File: config.mk
export PLATFORM = sky130hd
export DESIGN_NAME = mac_acumulador_sat_flat
export DESIGN_NICKNAME = d
export VERILOG_FILES = /design/src/rtl/mac_acumulador_sat_if.sv /design/src/rtl/mac_acumulador_sat.sv /design/src/flat_wrapper.sv
export SDC_FILE = /design/constraint.sdc
export NUM_CORES = 1
export LEC_CHECK = 0
export ABC_AREA = 1
export BUFFER_PORTS_ARGS = -buffer_cell sky130_fd_sc_hd__buf_2
export CAP_MARGIN = 5
export CORE_MARGIN = 3
export CORE_UTILIZATION = 63
export CTS_BUF_LIST = sky130_fd_sc_hd__clkbuf_8
export DETAILED_ROUTE_END_ITERATION = 16
export PLACE_DENSITY = 0.84
export RECOVER_POWER = 25
export SYNTH_ARGS = -nofsm -noshare
export SYNTH_HDL_FRONTEND = slang
export SYNTH_SLANG_ARGS = --single-unit
File: constraint.sdc
create_clock -name clk -period 4.1 [get_ports clk]
set_input_delay 0.82 -clock clk [delete_from_list [all_inputs] [get_ports clk]]
set_output_delay 0.82 -clock clk [all_outputs]
set_load 0.005 [all_outputs]
File: src/rtl/mac_acumulador_sat_if.sv
// Product/result bus for mac_acumulador_sat.
//   prod_valid, prod (2N signed), prod_ready : product stream from the multiplier
//   out_valid, out_data (N signed), out_ready : rounded, saturated result stream
//   sat                                        : sticky saturation flag
// master: the side that feeds products and consumes results.
// slave:  the accumulator itself.
interface mac_acumulador_sat_if #(
  parameter int unsigned N = 16
);
  logic                  prod_valid;
  logic signed [2*N-1:0] prod;
  logic                  prod_ready;
  logic                  out_valid;
  logic signed [N-1:0]   out_data;
  logic                  out_ready;
  logic                  sat;

  modport master (
    output prod_valid, prod, out_ready,
    input  prod_ready, out_valid, out_data, sat
  );

  modport slave (
    input  prod_valid, prod, out_ready,
    output prod_ready, out_valid, out_data, sat
  );
endinterface

File: src/rtl/mac_acumulador_sat.sv
// Accumulator, half-up rounder and saturator for a signed multiplier output.
// Sums TAPS consecutive 2N-bit products, rounds, drops FRAC fractional bits,
// clamps to N bits and holds the result on a valid/ready output.
// Ports:
//   clk   : rising-edge clock
//   rst_n : synchronous active-low reset (also clears out_data)
//   clear : synchronous active-high flush, below rst_n in priority
//   bus   : product input, result output and sticky sat flag (slave modport)
module mac_acumulador_sat #(
  parameter int unsigned N    = 16,
  parameter int unsigned FRAC = 8,
  parameter int unsigned TAPS = 4
) (
  input logic                  clk,
  input logic                  rst_n,
  input logic                  clear,
  mac_acumulador_sat_if.slave  bus
);

  // One guard bit beyond the TAPS growth leaves room for the rounding add.
  localparam int unsigned AccW = 2 * N + $clog2(TAPS) + 1;
  localparam int unsigned CntW = (TAPS > 1) ? $clog2(TAPS) : 1;
  localparam int unsigned RndSh = (FRAC > 0) ? FRAC - 1 : 0;

  localparam logic [CntW-1:0] LastTap = CntW'(TAPS - 1);
  localparam logic signed [AccW-1:0] RndAdd =
      (FRAC > 0) ? (AccW'(1) << RndSh) : '0;
  localparam logic signed [AccW-1:0] MaxV = {{(AccW - N + 1){1'b0}}, {(N - 1){1'b1}}};
  localparam logic signed [AccW-1:0] MinV = {{(AccW - N + 1){1'b1}}, {(N - 1){1'b0}}};

  // The state is exactly the out_valid flag.
  localparam logic StAccum = 1'b0;
  localparam logic StHold  = 1'b1;

  logic                   state_q, state_d;
  logic signed [AccW-1:0] acc_q, acc_d;
  logic [CntW-1:0]        cnt_q, cnt_d;
  logic signed [N-1:0]    out_data_q, out_data_d;
  logic                   sat_q, sat_d;
  // Low through reset so prod_ready never depends on rst_n combinationally.
  logic                   rdy_q;

  logic signed [AccW-1:0] prod_ext;
  logic signed [AccW-1:0] sum;
  logic signed [AccW-1:0] rnd;
  logic signed [AccW-1:0] shifted;
  logic signed [N-1:0]    clamped;
  logic                   clamp_hit;
  logic                   accept;

  assign prod_ext = $signed({{(AccW - 2 * N){bus.prod[2*N-1]}}, bus.prod});
  assign sum      = acc_q + prod_ext;
  assign rnd      = sum + RndAdd;
  assign shifted  = rnd >>> FRAC;

  always_comb begin
    clamped   = shifted[N-1:0];
    clamp_hit = 1'b0;
    if (shifted > MaxV) begin
      clamped   = MaxV[N-1:0];
      clamp_hit = 1'b1;
    end else if (shifted < MinV) begin
      clamped   = MinV[N-1:0];
      clamp_hit = 1'b1;
    end
  end

  assign bus.prod_ready = rdy_q && (state_q == StAccum);
  assign bus.out_valid  = (state_q == StHold);
  assign bus.out_data   = out_data_q;
  assign bus.sat        = sat_q;
  assign accept         = bus.prod_valid && bus.prod_ready;

  always_comb begin
    state_d    = state_q;
    acc_d      = acc_q;
    cnt_d      = cnt_q;
    out_data_d = out_data_q;
    sat_d      = sat_q;
    case (state_q)
      StAccum: begin
        if (accept) begin
          if (cnt_q == LastTap) begin
            state_d    = StHold;
            acc_d      = '0;
            cnt_d      = '0;
            out_data_d = clamped;
            if (clamp_hit) sat_d = 1'b1;
          end else begin
            acc_d = sum;
            cnt_d = cnt_q + CntW'(1);
          end
        end
      end
      StHold: begin
        if (bus.out_ready) state_d = StAccum;
      end
      default: state_d = StAccum;
    endcase
  end

  always_ff @(posedge clk) begin
    if (!rst_n) begin
      state_q    <= StAccum;
      acc_q      <= '0;
      cnt_q      <= '0;
      out_data_q <= '0;
      sat_q      <= 1'b0;
      rdy_q      <= 1'b0;
    end else if (clear) begin
      // out_data is left as is; out_valid dropping discards it.
      state_q <= StAccum;
      acc_q   <= '0;
      cnt_q   <= '0;
      sat_q   <= 1'b0;
      rdy_q   <= 1'b1;
    end else begin
      state_q    <= state_d;
      acc_q      <= acc_d;
      cnt_q      <= cnt_d;
      out_data_q <= out_data_d;
      sat_q      <= sat_d;
      rdy_q      <= 1'b1;
    end
  end

endmodule

File: src/flat_wrapper.sv
// flat-port wrapper written by rule: the top's interface ports become plain ports
module mac_acumulador_sat_flat 
#(
  parameter int unsigned N    = 16,
  parameter int unsigned FRAC = 8,
  parameter int unsigned TAPS = 4
)
  (clk, rst_n, clear, bus_prod_valid, bus_prod, bus_out_ready, bus_prod_ready, bus_out_valid, bus_out_data, bus_sat);
  mac_acumulador_sat_if #(.N(N)) bus_i ();
  input logic clk;
  input logic rst_n;
  input logic clear;
  input wire logic [$bits(bus_i.prod_valid)-1:0] bus_prod_valid;
  input wire logic [$bits(bus_i.prod)-1:0] bus_prod;
  input wire logic [$bits(bus_i.out_ready)-1:0] bus_out_ready;
  output wire logic [$bits(bus_i.prod_ready)-1:0] bus_prod_ready;
  output wire logic [$bits(bus_i.out_valid)-1:0] bus_out_valid;
  output wire logic [$bits(bus_i.out_data)-1:0] bus_out_data;
  output wire logic [$bits(bus_i.sat)-1:0] bus_sat;
  assign bus_i.prod_valid = bus_prod_valid;
  assign bus_i.prod = bus_prod;
  assign bus_i.out_ready = bus_out_ready;
  assign bus_prod_ready = bus_i.prod_ready;
  assign bus_out_valid = bus_i.out_valid;
  assign bus_out_data = bus_i.out_data;
  assign bus_sat = bus_i.sat;
  mac_acumulador_sat #(.N(N), .FRAC(FRAC), .TAPS(TAPS)) u_core (.clk(clk), .rst_n(rst_n), .clear(clear), .bus(bus_i));
endmodule
== After elaboration in Yosys (flattened, before gate mapping) ==
Cells that the tools add are included.

* Add/subtract/negate cells: 3
* $lt $le $gt $ge: 2
* Eq/ne operators: 1
* Mux-type cells: 11
* Bitwise gates (word level): 3
* Reduce and logical (&&, ||, !) cells: 6

{| class="wikitable"
|+ Operator list
! operator !! count
|-
| $add A35 B32 Y35 || 1
|-
| $add A35 B9 Y35 const B || 1
|-
| $mux W35 || 1
|-
| $mux W16 || 2
|-
| $gt A27 B16 Y1 const B || 1
|-
| $lt A27 B16 Y1 const B || 1
|-
| $reduce_and A4 Y1 || 2
|-
| $mux W1 || 6
|-
| $not A1 Y1 || 3
|-
| $add A2 B1 Y2 const B || 1
|-
| $eq A2 B2 Y1 const B || 1
|-
| $logic_and A1 B1 Y1 || 2
|-
| $mux W2 || 1
|-
| $pmux W1 S2 || 1
|-
| $reduce_and A2 Y1 || 1
|-
| $reduce_or A2 Y1 || 1
|}

* Flip-flop bits (word level): 56
* Logic and storage cells: 32

== Logic depth before layout (Yosys ltp) ==
Gate-level depths: netlist of run 1.

* Word-level depth: 6
* Mapped depth: 27

== Least setup slack after synthesis of run 1 ==
No wires, ideal clock.

* Kind: input port to flip-flop
* From: in bus_prod[0]
* To: reg u_core.out_data_q[10], in the netlist u_core.bus.out_data[10]
* Library setup time: 0.122 ns
* Data arrival time: 3.543 ns
* Slack: 0.435 ns
* Stages on the path: 25
* Buffers on the path: 1
* Cell sequence: ha_1 inv_1 fa_1 inv_1 nand3_1 nand2_2 nand2_1 nand2_2 nand2_1 nand2_2 ha_1 nand3_1 nor2_1 nand2_1 nor2_1 nand3_2 nor2_1 nand3_1 nand2_1 nand2_1 nor2_2 nand3_2 a21oi_4 buf_8 a21oi_2

* Word-level cells in the longest chain between the ends: 5
* Elaborated cells between the ends (all ways): 6
* Classes of those cells: 2 x add/sub; 2 x order compare; 2 x mux

{| class="wikitable"
|+ Ends and longest elaborated chain
! element !! line !! source
|-
| start: declaration || flat_wrapper.sv:14 || <nowiki>input wire logic [$bits(bus_i.prod)-1:0] bus_prod;</nowiki>
|-
| $add A35 B32 Y35 * || mac_acumulador_sat.sv:52 || <nowiki>assign sum = acc_q + prod_ext;</nowiki>
|-
| $add A35 B9 Y35 * || mac_acumulador_sat.sv:53 || <nowiki>assign rnd = sum + RndAdd;</nowiki>
|-
| $lt A27 B16 Y1 || mac_acumulador_sat.sv:62 || <nowiki>end else if (shifted < MinV) begin</nowiki>
|-
| $mux W16 || mac_acumulador_sat.sv:62 ||
|-
| $mux W16 * || mac_acumulador_sat.sv:59 || <nowiki>if (shifted > MaxV) begin</nowiki>
|-
| end signal: assignment || mac_acumulador_sat.sv:121 || <nowiki>out_data_q <= out_data_d;</nowiki>
|-
| end: declaration || mac_acumulador_sat.sv:38 || <nowiki>logic signed [N-1:0] out_data_q, out_data_d;</nowiki>
|}

Every way passes the cells marked *; elsewhere a longest branch is shown, timed or not.
A chain may end at the register's enable or synchronous reset.

== Worst setup path after layout of run 1 ==
* From: in bus_prod[0]
* To: reg u_core.out_data_q[9], in the netlist u_core.bus.out_data[9]

Same word-level chain as after synthesis.

==> results.json, run 1 <==
{
  "outcome": "completed",
  "synth_edf_count": 0,
  "overflow": 0,
  "post-route-drc-count": 0,
  "synth_top_cell_area_share_pct": 24.29,
  "maxCapViolCount": 0,
  "end_kind": "flop",
  "crit_start": "bus_prod[0]",
  "gp_congestion": 0.9901,
  "die_area_mm2": 0.01104,
  "yosysSeqAreaShare_pct": 18.13,
  "finalCritPeriodShare_pct": 90.57,
  "setup_viol": 0,
  "multi_input_area_mm2": 0.004364,
  "dp.cells": 1250,
  "worstPathRequired_ps": 4370,
  "cp_max_fo": 6,
  "die_x_um": 105.1,
  "clk_latency_ps": 340,
  "htree_levels": 2,
  "hold_viol_final": 0,
  "vias": 6839,
  "final_util_pct": 72.18,
  "reg2reg_to": "u_core.bus.out_data[9]$_SDFFE_PN0P_",
  "seqCellArea_mm2": 0.001121,
  "max_slew_margin_pct": 41.15,
  "r2r_slack_ps": 580,
  "use_met1_pct": 39.04,
  "rows": 35,
  "synth_nets": 1141,
  "synthTopCellsByArea": "nand2_1 (24%), dfxtp_1 (18%), inv_1 (9.3%)",
  "r2r_cells": 26,
  "grt_pass1_vias": 6361,
  "arrival_ps": 3980,
  "clkSlewWorstSetupHoldPaths_ps": 130,
  "cts_resized": 0,
  "io_pins": 56,
  "grt_max_degree": 39,
  "peakVddDrop_mv": 0.1851,
  "worst_pin_slew_ps": 879.6,
  "grt.total_usage_pct": 32.14,
  "antenna_found_initial": 0,
  "dp_slack_ps": 71.28,
  "hold_slack_ps": 455.4,
  "grt_pass1_wl_mm": 29.15,
  "syn_area_per_cell_um2": 5.794,
  "fmax_mhz": 269.3,
  "post_drt_via_cell_ratio": 5.436,
  "n_antenna_cell": 0,
  "fin_crit_ps": 3713,
  "synth_top_cells_by_count": "nand2_1 (400), inv_1 (153), nand3_1 (70), a21oi_1 (64), nor2_1 (63)",
  "skew_ps": 8.237,
  "crit_end": "u_core.bus.out_data[9]$_SDFFE_PN0P_",
  "die_height_um": 105.1,
  "post-dp-hpwl_mm": 14.53,
  "hold_path_class": "flop to flop",
  "fin_nets": 1202,
  "clock-root-buffer": "clkbuf_8",
  "antenna_left": 0,
  "busiest_layer": "met2",
  "clk_path_buf_depth": 2,
  "ys.flop_type": "dfxtp_1",
  "cts_buffers": 5,
  "stdcell_count": 1258,
  "dr.pass1.iters": 6,
  "power_density_mw_per_mm2": 206.7,
  "use_met2_pct": 55.96,
  "yosysTopAreaCell": "nand2_1",
  "ys_types": 39,
  "synthCells": 1067,
  "start_util_pct": 65.97,
  "yosys_warnings": 0,
  "syn_to_final_growth_pct": 9.411,
  "synthArstFlopShare_pct": 0,
  "grt_use_met3_pct": 4.818,
  "core-area_mm2": 0.009371,
  "drt-total-wl_mm": 17.74,
  "drt-initial-drc-count": 507,
  "syn-cell-area_mm2": 0.006182,
  "clkSinkCount": 56,
  "synth_most_common_cell": "nand2_1",
  "cts_setup_buffers": 0,
  "p_leak_uw": 0.003571,
  "portBuffers": 55,
  "cts_tree": "done",
  "routedWlPerCell_um": 14.10,
  "synth-seq-cells": 56,
  "rr_startpoint": "u_core.acc_q[0]$_SDFFE_PP0P_",
  "slew_viol_final": 0,
  "crit_type": "primary input to flop",
  "drive_gt1_share_pct": 18.07,
  "final.fill_count": 933,
  "start_kind": "primary input",
  "cts_hold_buf": 0,
  "finalWorstSetupSlack_ps": 386.7
}
[critical path, cell delays in order]
cell,delay [ps]
buf_2,80
ha_1,170
inv_1,70
fa_1,410
inv_1,110
nand3_1,80
nand2_2,80
nand2_1,70
nand2_2,100
nand2_1,70
nand2_2,70
ha_1,190
nand3_1,110
nor2_1,100
nand2_1,90
nor2_2,170
nand3_2,130
nor2_1,130
nand3_1,80
nand2_1,60
nand2_1,40
nor2_1,90
nand3_1,140
nand2_4,140
buf_12,120
o21ai_0,90
a21oi_1,150
[power by group]
group / switching (uW) / internal [uW]
combinational: 322 / 152
sequential: 5.46 / 554
clock: 234 / 130
[flip-flops by register name, summed over array words and instances, names as in the netlist]
register,cells
u_core.cnt_q,2
u_core.rdy_q,1
u_core.acc_q,35
u_core.bus.sat,1
u_core.bus.out_valid,1
u_core.bus.out_data,16
[cell usage in the layout, fill, tap and decap left out, types with 5 or more instances in the layout]
cell type	count
o21ai_0	22
a21oi_2	13
dfxtp_1	56
ha_1	36
nand4_1	25
buf_4	12
inv_2	12
nand2_2	44
inv_1	153
nand3_2	17
nor3_1	5
clkbuf_8	5
nor2_4	14
nor2_2	20
nor2_1	61
xor2_1	13
buf_2	48
nand2_1	400
nand3_1	70
clkbuf_1	7
a21oi_1	64
[logic make-up after synthesis]
| kind of cell | synth area share (%) |
|---|---|
| compound gates | 9.776 |
| xor+xnor | 2.125 |
| fa+ha+maj | 7.610 |
| buf+inv | 11.43 |
| flops | 18.13 |
| simple gates | 50.92 |
[per-layer routing]
metal,routed length (um),up-vias
met3,1261,53
met1,7434,3044
li1,-,3474
met5,0,-
met2,8342,268
met4,701,0
[final cells by class]
class                           instances  share of cell area (%)
Multi-Input combinational cell        830                   64.52
Clock buffer                            5                   1.017
Inverter                              166                   9.212
Timing Repair Buffer                   69                   5.864
Sequential cell                        56                   16.57
Tap cell                              129                   2.386
Clock inverter                          3                  0.4255
[stage by stage]
stage	power, uW	setup TNS, ps	area, um2
finish	1398	0	6764
CTS	1392	0	6765
global placement	1032	0	6668
floorplan	907.6	0	6182
global route	1466	-3.275	6764
detailed placement	1035	0	6668
[how the worst min path moves through the flow]
stage                                  from                            to  slack (ps)  depth (start not counted)
2_1_floorplan  u_core.cnt_q[0]$_SDFFE_PP0P_  u_core.cnt_q[0]$_SDFFE_PP0P_         440                          1
3_3_place_gp    u_core.bus.sat$_SDFFE_PP0P_   u_core.bus.sat$_SDFFE_PP0P_         440                          2
3_5_place_dp    u_core.bus.sat$_SDFFE_PP0P_   u_core.bus.sat$_SDFFE_PP0P_         440                          2
4_1_cts         u_core.bus.sat$_SDFFE_PP0P_   u_core.bus.sat$_SDFFE_PP0P_         460                          2
5_1_grt         u_core.bus.sat$_SDFFE_PP0P_   u_core.bus.sat$_SDFFE_PP0P_         480                          2
6_report        u_core.bus.sat$_SDFFE_PP0P_   u_core.bus.sat$_SDFFE_PP0P_         460                          2
Power figures use the tool's default switching activity.
==> run 2: changes to the inputs <==
--- a/config.mk
+++ b/config.mk
@@ -9,10 +9,10 @@
 export BUFFER_PORTS_ARGS = -buffer_cell sky130_fd_sc_hd__buf_2
 export CAP_MARGIN = 5
 export CORE_MARGIN = 3
-export CORE_UTILIZATION = 63
+export CORE_UTILIZATION = 45
 export CTS_BUF_LIST = sky130_fd_sc_hd__clkbuf_8
+export CTS_CLUSTER_DIAMETER = 120
 export DETAILED_ROUTE_END_ITERATION = 16
-export PLACE_DENSITY = 0.84
 export RECOVER_POWER = 25
 export SYNTH_ARGS = -nofsm -noshare
 export SYNTH_HDL_FRONTEND = slang
==> run 2 against run 1 <==
  * Clock skew increased by 13 ps
  * Utilization decreased by 21 points
  * Final cell count increased by 4.1%
  * Power decreased by 0.22%
  * Largest power group unchanged
==> results.json, run 2 (synthesized netlist as in run 1, its figures left out) <==
{
  "antenna_left": 0,
  "io_pins": 56,
  "final.fill_count": 1504,
  "largest_reg_flops": 35,
  "clk_latency_ps": 360,
  "skew_ps": 21.51,
  "final_util_pct": 51.14,
  "worstPathCellList": "buf_2 -> ha_1 -> nand2_1 -> nor2_1 -> nand2_1 -> nor2_1 -> nand2_1 -> nand3_1 -> nand2_1 -> nand2_2 -> nand2_1 -> nor2_2 -> nand3_2 -> nor2_2 -> nand4_2 -> xor2_1 -> inv_1 -> nand2_4 -> o21ai_0 -> a21oi_1",
  "postLayoutCellArea_mm2": 0.006827,
  "drt-initial-drc-count": 408,
  "p_leak_uw": 0.003564,
  "largest_register": "u_core.acc_q",
  "cpMostUsedCell": "nand2_1",
  "rows": 42,
  "end_kind": "flop",
  "cts_resized": 0,
  "cp_max_fo": 16,
  "power_density_mw_per_mm2": 204.4,
  "drive_gt1_share_pct": 17.92,
  "routedWlPerCell_um": 14.32,
  "gp_congestion": 0.9667,
  "die_area_mm2": 0.01518,
  "fin_setup_tns_ps": 0,
  "grt.total_usage_pct": 25.10,
  "worst_pin_slew_ps": 914.2,
  "grt_pass1_vias": 5680,
  "die_height_um": 123.2,
  "finalCritPeriodShare_pct": 90.67,
  "placed_cell_area_mm2": 0.006744,
  "hold_path_class": "flop to flop",
  "n_antenna_cell": 0,
  "start_util_pct": 46.32,
  "setup_viol": 0,
  "post_drt_via_cell_ratio": 4.989,
  "fin_crit_ps": 3717,
  "clock-root-buffer": "clkbuf_8",
  "htree_levels": 2,
  "grt_pass1_wl_mm": 29.41,
  "drt-total-wl_mm": 18.75,
  "start_kind": "primary input",
  "post-route-drc-count": 0,
  "cts_tree": "done",
  "maxCapViolCount": 0,
  "max_slew_margin_pct": 38.83,
  "clkSlewWorstSetupHoldPaths_ps": 130,
  "worstPathRequired_ps": 4390,
  "peakVddDrop_mv": 0.1344,
  "slowest_delay_ps": 420,
  "post-dp-hpwl_mm": 15.35,
  "fmax_mhz": 269.0,
  "clk_path_buf_depth": 2,
  "outcome": "completed",
  "layout_commonest_cell": "nand2_1",
  "slew_viol_final": 0,
  "layout_common_cells": "nand2_1 (400), inv_1 (153), nand3_1 (70), a21oi_1 (64), nor2_1 (62)",
  "overflow": 0,
  "die_x_um": 123.2,
  "grt_max_degree": 38,
  "portBuffers": 55,
  "cts_hold_buf": 0,
  "hold_viol_final": 0,
  "rsz0062_at_grt": "false",
  "arrival_ps": 4000,
  "cts_buffers": 5,
  "antenna_found_initial": 0,
  "vias": 6531,
  "crit_type": "primary input to flop",
  "dr.pass1.iters": 5,
  "clkSinkCount": 56,
  "fin_nets": 1206,
  "core-area_mm2": 0.01335,
  "cts_setup_buffers": 0,
  "syn_to_final_growth_pct": 10.42,
  "cp_slowest_cell": "ha_1"
}
## run 2: cell count changes in the layout (fill, tap and decap cells not counted)
cell,change
nor2_4,-1
buf_2,-4
clkinv_4,+1
inv_6,-2
buf_4,+5
clkinvlp_4,+1
clkbuf_1,+4
buf_12,-1
nor2_1,+1
## run 2: report_power, final
| group | internal, uW | switching [uW] |
|---|---|---|
| Clock | 127 | 237 |
| Sequential | 554 | 5.46 |
| Combinational | 150 | 323 |
## run 2: metal layers
layer	vias up	GRT usage (%)	wire length (um)
met5	-	0	0
met4	0	6.298	322
met3	18	2.745	1140
met2	174	37.38	7756
met1	2873	38.35	9533
li1	3466	-	-
## run 2: worst max-delay path: cells and delay by family
kind / cells / cell delay, ps
compound gates: 2 / 250
fa+ha+maj: 1 / 420
xor+xnor: 1 / 190
buf+inv: 2 / 220
simple gates: 14 / 2090
## run 2: cell type report
cell class / count / area (um2) / area share (%)
Tap cell: 176 / 220.2 / 3.226
Sequential cell: 56 / 1121 / 16.42
Clock buffer: 5 / 68.82 / 1.008
Inverter: 166 / 623.1 / 9.128
Multi-Input combinational cell: 830 / 4357 / 63.82
Clock inverter: 3 / 27.53 / 0.4032
Timing Repair Buffer: 73 / 409.1 / 5.993
## run 2: final timing paths
check | cells after the start | slack, ps | startpoint | to
worst max-delay path | 20 | 380 | bus_prod[15] | u_core.bus.out_data[9]$_SDFFE_PN0P_
worst min-delay path | 2 | 460 | u_core.bus.sat$_SDFFE_PP0P_ | u_core.bus.sat$_SDFFE_PP0P_
worst max register to register | 25 | 590 | u_core.acc_q[0]$_SDFFE_PP0P_ | u_core.bus.out_data[9]$_SDFFE_PN0P_
worst min register to register | 2 | 460 | u_core.bus.sat$_SDFFE_PP0P_ | u_core.bus.sat$_SDFFE_PP0P_
## run 2: stage by stage
step	cells	hold slack, ps	power [uW]	worst slack, ps
3_5_place_dp	1301	443.5	1038	56.19
6_report	1309	458.5	1395	382.7
5_1_grt	1309	474.8	1480	84.33
3_3_place_gp	1301	440.2	1037	79.29
2_1_floorplan	1067	442.5	907.6	434.9
4_1_cts	1309	462.0	1402	421.3
